[src/rtl/fetch_pkg.sv]
// Shared opcode constants, fetch-mux encodings and FSM state type for the fetch controller.
package fetch_pkg;
    localparam logic [4:0] OP_JMP  = 5'b10000;
    localparam logic [4:0] OP_JR   = 5'b10001;
    localparam logic [4:0] OP_BEQ  = 5'b10010;
    localparam logic [4:0] OP_BNE  = 5'b10011;
    localparam logic [4:0] OP_HALT = 5'b11111;

    localparam logic [1:0] SEL_PC4    = 2'b00;
    localparam logic [1:0] SEL_JUMP   = 2'b01;
    localparam logic [1:0] SEL_RS     = 2'b10;
    localparam logic [1:0] SEL_BRANCH = 2'b11;

    typedef enum logic [1:0] {
        ST_RUN      = 2'b00,
        ST_WAIT_MEM = 2'b01,
        ST_BR_WAIT  = 2'b10,
        ST_HALT     = 2'b11
    } state_e;
endpackage

[src/rtl/fetch_br_timer.sv]
// 3-bit clear/enable counter bounding how long fetch waits for a branch outcome.
module fetch_br_timer (
    input  logic clk,
    input  logic rst,
    input  logic clr,
    input  logic en,
    output logic terminal
);
    logic [2:0] count_q;
    logic [2:0] count_d;

    always_comb begin
        count_d = count_q;
        if (clr) begin
            count_d = 3'd0;
        end else if (en) begin
            count_d = count_q + 3'd1;
        end
    end

    always_ff @(posedge clk or negedge rst) begin
        if (!rst) begin
            count_q <= 3'd0;
        end else begin
            count_q <= count_d;
        end
    end

    assign terminal = (count_q == 3'd7);
endmodule

[src/rtl/fetch_ctrl.sv]
// Fetch-stage control FSM: stalls, redirects and branch waits for the PC / IF-ID register.
// Optional HALT instruction support is enabled by defining FETCH_CTRL_HALT_EN.
module fetch_ctrl
    import fetch_pkg::*;
(
    input  logic       clk,
    input  logic       rst,
    input  logic [4:0] id_opcode,
    input  logic       id_valid,
    input  logic       ex_branch_valid,
    input  logic       ex_branch_taken,
    input  logic       hazard_load_use,
    input  logic       imem_ready,
    output logic [1:0] NextInstrSel,
    output logic       pc_en,
    output logic       ifid_en,
    output logic       ifid_flush,
    output logic       idex_bubble,
    output logic       halted,
    output logic       br_timeout
);
    state_e state_q, state_d;
    logic   br_timeout_q, br_timeout_d;
    logic   tmr_clr, tmr_en, tmr_term;

    fetch_br_timer u_br_timer (
        .clk      (clk),
        .rst      (rst),
        .clr      (tmr_clr),
        .en       (tmr_en),
        .terminal (tmr_term)
    );

    always_comb begin
        state_d      = state_q;
        br_timeout_d = br_timeout_q;
        tmr_clr      = 1'b0;
        tmr_en       = 1'b0;
        NextInstrSel = SEL_PC4;
        pc_en        = 1'b1;
        ifid_en      = 1'b1;
        ifid_flush   = 1'b0;
        idex_bubble  = 1'b0;

        case (state_q)
            ST_RUN: begin
                if (!imem_ready) begin
                    pc_en   = 1'b0;
                    ifid_en = 1'b0;
                    state_d = ST_WAIT_MEM;
                end else if (hazard_load_use) begin
                    pc_en       = 1'b0;
                    ifid_en     = 1'b0;
                    idex_bubble = 1'b1;
                end else if (id_valid) begin
                    case (id_opcode)
                        OP_JMP: begin
                            NextInstrSel = SEL_JUMP;
                            ifid_flush   = 1'b1;
                        end
                        OP_JR: begin
                            NextInstrSel = SEL_RS;
                            ifid_flush   = 1'b1;
                        end
                        OP_BEQ, OP_BNE: begin
                            pc_en      = 1'b0;
                            ifid_flush = 1'b1;
                            tmr_clr    = 1'b1;
                            state_d    = ST_BR_WAIT;
                        end
`ifdef FETCH_CTRL_HALT_EN
                        OP_HALT: begin
                            pc_en      = 1'b0;
                            ifid_flush = 1'b1;
                            state_d    = ST_HALT;
                        end
`endif
                        default: ;
                    endcase
                end
            end
            ST_WAIT_MEM: begin
                pc_en   = 1'b0;
                ifid_en = 1'b0;
                if (imem_ready) begin
                    state_d = ST_RUN;
                end
            end
            ST_BR_WAIT: begin
                // IF/ID stays frozen even on resolution; the redirect lands next cycle.
                ifid_en = 1'b0;
                tmr_en  = 1'b1;
                if (ex_branch_valid) begin
                    NextInstrSel = ex_branch_taken ? SEL_BRANCH : SEL_PC4;
                    state_d      = ST_RUN;
                end else if (tmr_term) begin
                    br_timeout_d = 1'b1;
                    state_d      = ST_RUN;
                end else begin
                    pc_en = 1'b0;
                end
            end
            ST_HALT: begin
`ifdef FETCH_CTRL_HALT_EN
                pc_en      = 1'b0;
                ifid_en    = 1'b0;
                ifid_flush = 1'b1;
`else
                state_d = ST_RUN;
`endif
            end
            default: state_d = ST_RUN;
        endcase

        // Reset holds the pipeline frozen with a NOP in IF/ID regardless of state.
        if (!rst) begin
            NextInstrSel = SEL_PC4;
            pc_en        = 1'b0;
            ifid_en      = 1'b0;
            ifid_flush   = 1'b1;
            idex_bubble  = 1'b0;
        end
    end

    always_ff @(posedge clk or negedge rst) begin
        if (!rst) begin
            state_q      <= ST_RUN;
            br_timeout_q <= 1'b0;
        end else begin
            state_q      <= state_d;
            br_timeout_q <= br_timeout_d;
        end
    end

    assign br_timeout = br_timeout_q;

`ifdef FETCH_CTRL_HALT_EN
    assign halted = (state_q == ST_HALT);
`else
    assign halted = 1'b0;
`endif
endmodule

[config.mk]
export PLATFORM = sky130hd
export DESIGN_NAME = fetch_ctrl
export DESIGN_NICKNAME = d
export VERILOG_FILES = /design/src/rtl/fetch_pkg.sv /design/src/rtl/fetch_br_timer.sv /design/src/rtl/fetch_ctrl.sv
export SDC_FILE = /design/constraint.sdc
export NUM_CORES = 1
export LEC_CHECK = 0
export ABC_CLOCK_PERIOD_IN_PS = 5000
export CORE_AREA = 2 2 40 42
export CTS_BUF_LIST = sky130_fd_sc_hd__clkbuf_16
export DETAILED_ROUTE_END_ITERATION = 6
export DIE_AREA = 0 0 42 44
export PLACE_DENSITY = 0.7
export SLEW_MARGIN = 20
export SYNTH_ARGS = -nofsm -noshare
export SYNTH_HDL_FRONTEND = slang
export SYNTH_SLANG_ARGS = --single-unit
[constraint.sdc]
create_clock -name clk -period 5 [get_ports clk]
set_clock_uncertainty 0.1 [all_clocks]
set_input_delay 0.75 -clock clk [delete_from_list [all_inputs] [get_ports clk]]
set_output_delay 0.75 -clock clk [all_outputs]
set_load 0.02 [all_outputs]
* Word level (Yosys, flattened, before mapping)
Index checks and enable logic that the tools add are counted.
** Word-level totals
- Flip-flop bits (word level) :: 6
- Input bits :: 12
- Output and inout port bits :: 8
- Logic and storage cells :: 71
** Cells by class
- Add/sub/neg operators :: 1
- Equal/unequal tests :: 13
- Mux-type cells :: 46
- Bitwise gates (word level) :: 1
- Reductions and logical operators :: 7
** Operators by type and width (count)
- 1-bit 2-to-1 mux :: 26
- 2-bit 2-to-1 mux :: 13
- 5-bit == test (second input constant) :: 4
- 3-bit inequality test (second input constant) :: 3
- 2-bit case mux with 2 select lines :: 2
- 2-bit case mux with 4 select lines :: 1
- 3-bit 2-to-1 mux :: 2
- 5-bit AND reduction :: 1
- 2-bit == test (second input constant) :: 2
- 2-bit OR reduction :: 2
- 4-bit OR reduction :: 1
- 3-bit by 1-bit adder with 3-bit output (second input constant) :: 1
- 3-bit == test (second input constant) :: 1
- 3-bit by 2-bit inequality test with 1-bit output (second input constant) :: 1
- 1-bit case mux with 3 select lines :: 1
- 3-bit AND reduction :: 1
- 2-bit by 1-bit == test with 1-bit output (second input constant) :: 1
- 2-bit zero test :: 1
- 2-bit inequality test (second input constant) :: 1
- 1-bit case mux with 2 select lines :: 1
- 2-bit nonzero test :: 1
- 1-bit inverter :: 1

* Logic depth before layout (Yosys ltp)
Gate-level depths: netlist of the first run.
- Word-level depth :: 8
- Mapped depth :: 4
- Gate-level depth less buffers :: 4

* Modules after synthesis
From an unflattened synthesis of the first run, not the netlist that was laid out.
** Unflattened totals
- Cells, all modules :: 40
- Area total of the unflattened synthesis :: 391.6 um2
** By module, submodules not included
- fetch_ctrl :: times used 1, cells each 29, area each 251.5 um2
- fetch_br_timer :: times used 1, cells each 11, area each 140.1 um2

* Least setup slack after synthesis of the first run
No wires, ideal clock.
- Kind :: input -> output
- Start :: input port hazard_load_use
- End :: output port NextInstrSel[0]
- Arrival time :: 2.229 ns
- Data required time :: 4.150 ns
- Setup slack :: 1.921 ns
- Cell stages on the path :: 3
- Buffers on the path :: 0
- Cells stage by stage :: or4b_4 nand2b_4 o41ai_1
** Between the ends
- Word-level cells in the longest chain between the ends :: 4
** Ends and longest elaborated chain
- start: declaration :: line fetch_ctrl.sv:12 : input logic hazard_load_use,
- 2-bit 2-to-1 mux :: line fetch_ctrl.sv:51 : end else if (hazard_load_use) begin
- 2-bit 2-to-1 mux :: line fetch_ctrl.sv:47 : if (!imem_ready) begin
- 2-bit case mux with 2 select lines :: line fetch_ctrl.sv:45 : case (state_q)
- 2-bit 2-to-1 mux :: line fetch_ctrl.sv:116 : if (!rst) begin
- end: declaration :: line fetch_ctrl.sv:14 : output logic [1:0] NextInstrSel,
Every way passes these cells.

* Final worst setup path of the first run
- Start :: input port hazard_load_use
- End :: output port NextInstrSel[1]
Same word-level chain as after synthesis.

==> impl_metrics.env, run 1 <==
export IMPL_finalMaxSlewViolations=0
export IMPL_hp_class="flop to flop"
export IMPL_cts_setup_buffers=0
export IMPL_start_util=0.2822
export IMPL_r2r_start="state_q[0]"
export IMPL_multi_input_area_um2=239.0
export IMPL_grtUsageTotal=0.1239
export IMPL_r2r_end="u_br_timer.count_q[1]"
export IMPL_dp_hpwl_um=750.5
export IMPL_grt_overflow=0
export IMPL_die_w_um=42
export IMPL_max_freq_mhz=268.1
export IMPL_grt_pass1_wl_mm=1.635
export IMPL_synth_seq_cells=6
export IMPL_path_common_cell="clkdlybuf4s50_1"
export IMPL_critical_path_depth=5
export IMPL_core_um2=1419
export IMPL_period_needed_ps=3730
export IMPL_cp_endpoint="NextInstrSel[1]"
export IMPL_clk_pin_slew_ps=30
export IMPL_outcome="completed"
export IMPL_place_port_buffers=18
export IMPL_drtPass1Iterations=1
export IMPL_pin_count=20
export IMPL_route_antenna_remaining_nets=0
export IMPL_clock_latency_ps=230
export IMPL_cp_buffers_inverters=2
export IMPL_ff_latch_area_um2=150.1
export IMPL_critical_path_top_delay_family="buffers and inverters"
export IMPL_cpMaxStageDelayCell="clkdlybuf4s50_1"
export IMPL_p_leak_nw=0.3096
export IMPL_synth_warnings=0
export IMPL_antenna_found_initial=0
export IMPL_die_y_um=44
export IMPL_gp_congestion=0.7981
export IMPL_setup_viol=0
export IMPL_tritoncts="done"
export IMPL_cts_root_buf="clkbuf_16"
export IMPL_syn2layout_area_growth_pct=66.88
export IMPL_vias_per_cell=5.053
export IMPL_cp_startpoint="hazard_load_use"
export IMPL_hold_viol_final=0
export IMPL_grt_max_degree=12
export IMPL_finalInstanceArea_um2=668.1
export IMPL_htree_levels=1
export IMPL_reg2regPathDepth=3
export IMPL_power_density_nw_per_um2=333.9
export IMPL_slowest_delay_ps=660
export IMPL_p_total_w=0.0002231
export IMPL_rows=14
export IMPL_drc=0
export IMPL_avgSynthCellArea_um2=10.01
export IMPL_rsz0062_at_grt="false"
export IMPL_cts_sinks=6
export IMPL_critical_path_required_ps=4150
export IMPL_placed_cell_area_um2=593.1
export IMPL_grt_pass1_vias=392
export IMPL_syn_cell_area_um2=400.4
export IMPL_regToRegSetupSlack_ps=3430
export IMPL_cts_buffer_depth=2
export IMPL_arrival_ps=2880
export IMPL_num_antenna_cells=0
export IMPL_vdd_drop_max_uv=203.5
export IMPL_crit_chain="clkdlybuf4s50_1, or4b_4, nand2b_4, o41ai_1, clkdlybuf4s50_1"
export IMPL_dieArea_um2=1848
export IMPL_hold_ws_ps=351.8
export IMPL_fill_cells=134
export IMPL_ctsHoldBuffers=0
export IMPL_crit_fanout=4
export IMPL_tns_ps=0
export IMPL_wl_per_cell_um=11.99
export IMPL_cap_violations=0
export IMPL_cts_resized=0
export IMPL_finish_utilization=0.4709
export IMPL_startpoint_type="input port"
export IMPL_nNetsFinal=76
export IMPL_ys_seq_area_frac=0.3750
export IMPL_crit_type="input port to output port"
export IMPL_drive_above_1_share=0.1000
export IMPL_route_vias_total=384
export IMPL_ys_types=23
export IMPL_drt_iter0_drc=0
export IMPL_netlist_instances=40
export IMPL_cts_buffers=3
export IMPL_fin_crit_sh=0.7460
export IMPL_syn_nets=54
export IMPL_crit_path_end_kind="output port"
export IMPL_routed_wirelength_um=911
## where the power goes
part	switching (W)	internal, W	leakage (nW)
clock network	0.0000254	0.000102	0.0370
logic	0.0000156	0.0000205	0.200
registers	0.00000386	0.0000553	0.0725
## routing by layer
| metal | GRT usage | vias to the layer above | wire length [µm] |
|---|---|---|---|
| li1 | - | 186 | - |
| met1 | 0.1392 | 175 | 385 |
| met2 | 0.1906 | 21 | 391 |
| met3 | 0.05833 | 2 | 113 |
| met4 | 0.07742 | 0 | 21 |
| met5 | 0 | - | 0 |
## how the worst min path moves through the flow
stage	start	endpoint	slack [ps]	depth (start not counted)
floorplan	rst	br_timeout	350	0
global placement	br_timeout	br_timeout	340	1
detailed placement	br_timeout	br_timeout	350	1
CTS	br_timeout	br_timeout	360	1
global route	br_timeout	br_timeout	390	1
finish	br_timeout	br_timeout	350	1
## cell type report
type                            instances  area share
Timing Repair Buffer                   18      0.2697
Multi-Input combinational cell         32      0.3577
Inverter                                1    0.005618
Tap cell                               16     0.02996
Sequential cell                         6      0.2247
Clock buffer                            3      0.1124
## logic make-up (layout without fill, tap and decap cells)
| kind of cell | Yosys count | after routing | synth area share |
|---|---|---|---|
| AOI/OAI and AO/OA | 11 | 11 | 0.1906 |
| xor gates and xnor gates | 1 | 1 | 0.02188 |
| adders and majority gates | 2 | 2 | 0.06249 |
| buffers and inverters | 2 | 22 | 0.02812 |
| DFF | 6 | 6 | 0.3750 |
| muxes | 2 | 2 | 0.05000 |
| other | 1 | 1 | 0.009366 |
| and+or+nand+nor | 15 | 15 | 0.2625 |
## cell usage in the layout (no fill, tap or decap)
master / n
inv_1: 1
conb_1: 1
dfrtp_1: 6
o31a_1: 1
or4b_4: 1
o41ai_1: 2
nand2_1: 2
o21a_1: 1
a21o_1: 2
mux2i_1: 2
and4bb_2: 1
nand2b_4: 1
nor3_1: 1
nand4_1: 1
xnor2_1: 1
ha_1: 2
and2b_1: 2
clkdlybuf4s50_1: 18
clkbuf_16: 3
a21boi_0: 1
nor2_1: 3
nand3b_1: 1
nand2b_1: 2
a21oi_1: 4
## metrics by stage
step,worst slack (ps),cells
6_report,1270,76
5_1_grt,1181,76
4_1_cts,1266,76
3_5_place_dp,1274,73
3_3_place_gp,1292,73
2_1_floorplan,1921,40
## registers in the layout (all words and copies together) (netlist names)
register,count
state_q,2
u_br_timer.count_q,3
br_timeout,1
## cells in the mapped netlist
library cell	number	area, µm²
xnor2_1	1	8.760
nand2_1	2	7.510
nand4_1	1	6.260
a21o_1	2	15.01
nand2b_1	2	12.51
conb_1	1	3.750
a21oi_1	4	20.02
or4b_4	1	13.76
and4bb_2	1	12.51
and2b_1	2	15.01
buf_4	1	7.510
mux2i_1	2	20.02
a21boi_0	1	7.510
ha_1	2	25.02
o31a_1	1	8.760
nand3b_1	1	7.510
o21a_1	1	7.510
inv_1	1	3.750
nor3_1	1	5.000
o41ai_1	2	17.52
nand2b_4	1	13.76
nor2_1	3	11.26
dfrtp_1	6	150.1
No activity file was read; power rests on OpenSTA's default activity.
==> run 2, diff against run 1 <==
- ABC_CLOCK_PERIOD_IN_PS: 5000 -> 3800
- clock period: 5 -> 3.8 ns (I/O delays scaled with it)
==> run 2 against run 1 <==
Sequential power is 32% higher. Count of clock-buffer cells in the layout stayed put. Highest routed layer unchanged. Critical endpoint unchanged. Combinational power increased by 34%. Largest power group unchanged. Largest cell class unchanged.
==> impl_metrics.env, run 2 (synthesis results as in run 1) <==
export IMPL_outcome="completed"
export IMPL_grt_pass1_wl_mm=1.690
export IMPL_placedCellCount=73
export IMPL_r2r_start="state_q[0]"
export IMPL_crit_path_end_kind="output port"
export IMPL_wl_per_cell_um=12.18
export IMPL_arrival_ps=2750
export IMPL_path_common_cell="clkdlybuf4s50_1"
export IMPL_share_comb_of_total_power=0.164
export IMPL_cts_resized=0
export IMPL_ctsHoldBuffers=0
export IMPL_cts_root_buf="clkbuf_16"
export IMPL_layout_common_cells="clkdlybuf4s50_1, dfrtp_1, a21oi_1"
export IMPL_grtUsageTotal=0.1253
export IMPL_drive_above_1_share=0.1000
export IMPL_grt_overflow=0
export IMPL_max_freq_mhz=292.7
export IMPL_drt_iter0_drc=2
export IMPL_crit_chain="clkdlybuf4s50_1, or4b_4, nand2b_4, o41ai_1, clkdlybuf4s50_1"
export IMPL_hp_class="flop to flop"
export IMPL_layout_cells_non_filler=76
export IMPL_num_antenna_cells=0
export IMPL_power_density_nw_per_um2=439.3
export IMPL_holdCritStartpoint="br_timeout"
export IMPL_clock_latency_ps=230
export IMPL_cp_startpoint="imem_ready"
export IMPL_dieArea_um2=1848
export IMPL_startpoint_type="input port"
export IMPL_routed_wirelength_um=926
export IMPL_slowest_delay_ps=670
export IMPL_die_w_um=42
export IMPL_nNetsFinal=76
export IMPL_cp_buffers_inverters=2
export IMPL_grt_pass1_vias=405
export IMPL_route_vias_total=390
export IMPL_seq_power_share=0.266
export IMPL_vias_per_cell=5.132
export IMPL_final_common_cell="clkdlybuf4s50_1"
export IMPL_die_y_um=44
export IMPL_p_leak_nw=0.3096
export IMPL_setup_ws_ps=383.8
export IMPL_tns_ps=0
export IMPL_drtPass1Iterations=4
export IMPL_cts_setup_buffers=0
export IMPL_hold_viol_final=0
export IMPL_period_needed_ps=3416
export IMPL_dp_hpwl_um=726.4
export IMPL_vdd_drop_max_uv=270.6
export IMPL_tritoncts="done"
export IMPL_regMostFlops="u_br_timer.count_q"
export IMPL_clkPwrFrac=0.569
export IMPL_core_um2=1419
export IMPL_finalMaxSlewViolations=0
export IMPL_largest_reg_flops=3
export IMPL_cts_buffers=3
export IMPL_rsz0062_at_grt="false"
export IMPL_critical_path_top_delay_family="buffers and inverters"
export IMPL_antenna_found_initial=0
export IMPL_cell_internal_pwr_w=0.0002347
export IMPL_fin_crit_sh=0.8990
export IMPL_clk_pin_slew_ps=30
export IMPL_multi_input_area_um2=239.0
export IMPL_pin_count=20
export IMPL_drc=0
export IMPL_cts_sinks=6
export IMPL_finish_utilization=0.4709
export IMPL_place_port_buffers=18
export IMPL_ff_latch_area_um2=150.1
export IMPL_rows=14
export IMPL_fill_cells=137
export IMPL_hold_ws_ps=349.5
export IMPL_setup_viol=0
export IMPL_switching_share=0.2003
export IMPL_critical_path_required_ps=3130
export IMPL_cts_buffer_depth=2
export IMPL_syn2layout_area_growth_pct=66.88
export IMPL_start_util=0.2822
export IMPL_htree_levels=1
export IMPL_crit_type="input port to output port"
export IMPL_power_switching_w=0.00005881
export IMPL_route_antenna_remaining_nets=0
export IMPL_crit_fanout=4
export IMPL_gp_congestion=0.7996
export IMPL_dp_slack_ps=425.3
export IMPL_cap_violations=0
export IMPL_cpMaxStageDelayCell="clkdlybuf4s50_1"
export IMPL_grt_max_degree=12
run 2: cell counts in the layout (fill, tap and decap cells not counted):
No cell type changed its count.
run 2: area by class of cell:
cell class | count | area share
clock buffer | 3 | 0.1124
inverter | 1 | 0.005618
sequential | 6 | 0.2247
multi-input combinational | 32 | 0.3577
tap | 16 | 0.02996
timing repair buffer | 18 | 0.2697
run 2: final timing paths:
| path | cells past startpoint | endpoint | slack (ps) |
|---|---|---|---|
| worst max-delay path | 5 | NextInstrSel[1] | 380 |
| min in group asynchronous | 1 | state_q[1] | 550 |
| max in group asynchronous | 1 | u_br_timer.count_q[1] | 2760 |
| worst min-delay path | 1 | br_timeout | 350 |
| worst max register to register | 3 | u_br_timer.count_q[0] | 2250 |
| worst min register to register | 1 | br_timeout | 350 |
run 2: metal layers:
metal	vias up	track usage	routed length [µm]
li1	186	-	-
met1	180	0.1483	406
met2	22	0.1938	408
met3	2	0.03333	87
met4	0	0.09677	24
met5	-	0	0
run 2: metrics by stage:
step	total power, W	area, µm²
global placement	0.0001251	593.1
global route	0.0003078	668.1
CTS	0.0002971	668.1
detailed placement	0.0001270	593.1
floorplan	0.0001035	400.4
finish	0.0002935	668.1
run 2: power groups by stage:
| stage | clock, W | sequential [W] | combinational [W] |
|---|---|---|---|
| after global placement | 0 | 0.0000785 | 0.0000465 |
| after floorplan | 0 | 0.0000786 | 0.0000250 |
| after global routing | 0.000172 | 0.0000797 | 0.0000559 |
| after CTS | 0.000170 | 0.0000781 | 0.0000494 |
| final | 0.000167 | 0.0000782 | 0.0000483 |
| after detailed placement | 0 | 0.0000787 | 0.0000483 |
==> run 3, diff against run 2 <==
- ABC_CLOCK_PERIOD_IN_PS: 3800 -> 3300
- GPL_TIMING_DRIVEN: default -> 1
- clock period: 3.8 -> 3.3 ns (I/O delays scaled with it)
==> run 3 against run 2 <==
Combinational power up 13%. Wire length up 1.8%. Final area up 1.5%. Register-to-register slack worse by 520 ps. Flip-flop and latch count unchanged. Critical path depth unchanged. Power up 15%. Global-route usage down 0.27 points. Hold slack better by 2.3 ps. First-iteration DRC count up 50%.
==> impl_metrics.env, run 3 (synthesis results as in run 1) <==
export IMPL_outcome="completed"
export IMPL_crit_chain="clkdlybuf4s50_1, or4b_4, nand2b_4, o41ai_1, clkdlybuf4s50_1"
export IMPL_grt_pass1_vias=395
export IMPL_cts_sinks=6
export IMPL_cap_violations=0
export IMPL_cell_internal_pwr_w=0.0002704
export IMPL_crit_type="input port to output port"
export IMPL_crit_fanout=4
export IMPL_cp_buffers_inverters=2
export IMPL_arrival_ps=2630
export IMPL_htree_levels=1
export IMPL_switching_share=0.2002
export IMPL_routed_wirelength_um=943
export IMPL_pin_count=20
export IMPL_hold_viol_final=0
export IMPL_drt_iter0_drc=3
export IMPL_grt_overflow=0
export IMPL_holdPathEnd="br_timeout"
export IMPL_power_density_nw_per_um2=498.6
export IMPL_drive_above_1_share=0.1148
export IMPL_clkPwrFrac=0.572
export IMPL_route_antenna_remaining_nets=0
export IMPL_tritoncts="done"
export IMPL_vdd_drop_max_uv=341.6
export IMPL_ctsHoldBuffers=0
export IMPL_layout_common_cells="clkdlybuf4s50_1, dfrtp_1, a21oi_1"
export IMPL_num_antenna_cells=0
export IMPL_tns_ps=0
export IMPL_cp_startpoint="imem_ready"
export IMPL_seq_power_share=0.266
export IMPL_grt_pass1_wl_mm=1.690
export IMPL_rows=14
export IMPL_dieArea_um2=1848
export IMPL_setup_ws_ps=72.07
export IMPL_gp_congestion=0.7986
export IMPL_finalMaxSlewViolations=0
export IMPL_die_w_um=42
export IMPL_cts_buffers=3
export IMPL_setup_viol=0
export IMPL_regMostFlops="u_br_timer.count_q"
export IMPL_drtPass1Iterations=2
export IMPL_power_switching_w=0.00006768
export IMPL_place_port_buffers=18
export IMPL_hp_class="flop to flop"
export IMPL_dp_slack_ps=76.13
export IMPL_fill_cells=127
export IMPL_vias_per_cell=5.091
export IMPL_grtUsageTotal=0.1226
export IMPL_placed_cell_area_um2=600.6
export IMPL_rsz0062_at_grt="false"
export IMPL_critical_path_required_ps=2700
export IMPL_clk_pin_slew_ps=30
export IMPL_largest_reg_flops=3
export IMPL_slowest_delay_ps=660
export IMPL_grt_max_degree=8
export IMPL_p_leak_nw=0.3332
export IMPL_syn2layout_area_growth_pct=69.37
export IMPL_cts_root_buf="clkbuf_16"
export IMPL_wl_per_cell_um=12.25
export IMPL_start_util=0.2822
export IMPL_dp_hpwl_um=768.3
export IMPL_route_vias_total=392
export IMPL_reg2regPathDepth=3
export IMPL_r2r_start="state_q[0]"
export IMPL_hold_depth=1
export IMPL_core_um2=1419
export IMPL_max_freq_mhz=309.8
export IMPL_nNetsFinal=77
export IMPL_cpMaxStageDelayCell="clkdlybuf4s50_1"
export IMPL_finalInstanceArea_um2=678.2
export IMPL_final_common_cell="clkdlybuf4s50_1"
export IMPL_period_needed_ps=3228
export IMPL_startpoint_type="input port"
export IMPL_regToRegSetupSlack_ps=1730
export IMPL_crit_path_end_kind="output port"
export IMPL_holdCritStartpoint="br_timeout"
export IMPL_path_common_cell="clkdlybuf4s50_1"
export IMPL_fin_crit_sh=0.9782
export IMPL_die_y_um=44
export IMPL_cts_buffer_depth=2
export IMPL_share_comb_of_total_power=0.162
export IMPL_clock_latency_ps=220
export IMPL_r2r_end="u_br_timer.count_q[1]"
export IMPL_antenna_found_initial=0
export IMPL_drc=0
export IMPL_critical_path_top_delay_family="buffers and inverters"
==> run 3: cell types whose count changed in the layout (fill, tap and decap cells not counted) <==
cell / before / now
dlymetal6s2s_1: 0 / 1
clkdlybuf4s50_1: 18 / 17
buf_4: 0 / 1
==> run 3: worst max path at each step <==
stage / end / slack (ps) / cells after the start
floorplan: NextInstrSel[0] / 730 / 3
global placement: NextInstrSel[0] / 100 / 5
detailed placement: NextInstrSel[0] / 80 / 5
CTS: NextInstrSel[0] / 70 / 5
global route: NextInstrSel[0] / 7 / 5
finish: NextInstrSel[0] / 70 / 5
==> run 3: per-layer routing <==
metal | vias up | wire length [µm] | GRT usage | share of wire
met2 | 18 | 427 | 0.1906 | 0.45
met1 | 184 | 410 | 0.1403 | 0.43
met4 | 0 | 8 | 0.07742 | 0.0085
li1 | 188 | - | - | -
met5 | - | 0 | 0 | 0
met3 | 2 | 97 | 0.05000 | 0.10
==> run 3: power groups by stage <==
stage | clock, W | sequential, W | combinational [W]
global placement | 0 | 0.0000905 | 0.0000543
detailed placement | 0 | 0.0000909 | 0.0000553
CTS | 0.000196 | 0.0000900 | 0.0000558
floorplan | 0 | 0.0000905 | 0.0000287
global route | 0.000202 | 0.0000914 | 0.0000615
finish | 0.000193 | 0.0000901 | 0.0000548
==> run 3: area by class of cell <==
class	count	area (µm²)	share of cell area
timing repair buffer	19	190.2	0.2804
tap	16	20.02	0.02952
multi-input combinational	32	239.0	0.3524
clock buffer	3	75.07	0.1107
sequential	6	150.1	0.2214
inverter	1	3.754	0.005535
==> run 3: what timing repair did <==
item                                    CTS  global route
gates resized for setup                   0             1
endpoints found under the setup margin    0             1
buffers inserted                          0             0
==> run 3: worst register-to-register path: stages, from the launching register on <==
cell	delay (ps)
dfrtp_1	410
or4b_4	550
and2b_1	290
a21oi_1	90
==> run 3: per-stage QoR <==
step / total power, W / util / hold WS [ps] / instances
6_report: 0.0003381 / 0.4780 / 351.8 / 77
5_1_grt: 0.0003548 / 0.4780 / 375.5 / 77
4_1_cts: 0.0003423 / 0.4762 / 354.6 / 77
3_5_place_dp: 0.0001462 / 0.4233 / 347.5 / 74
3_3_place_gp: 0.0001448 / 0.4233 / 345.0 / 74
2_1_floorplan: 0.0001192 / - / 99.41 / 40
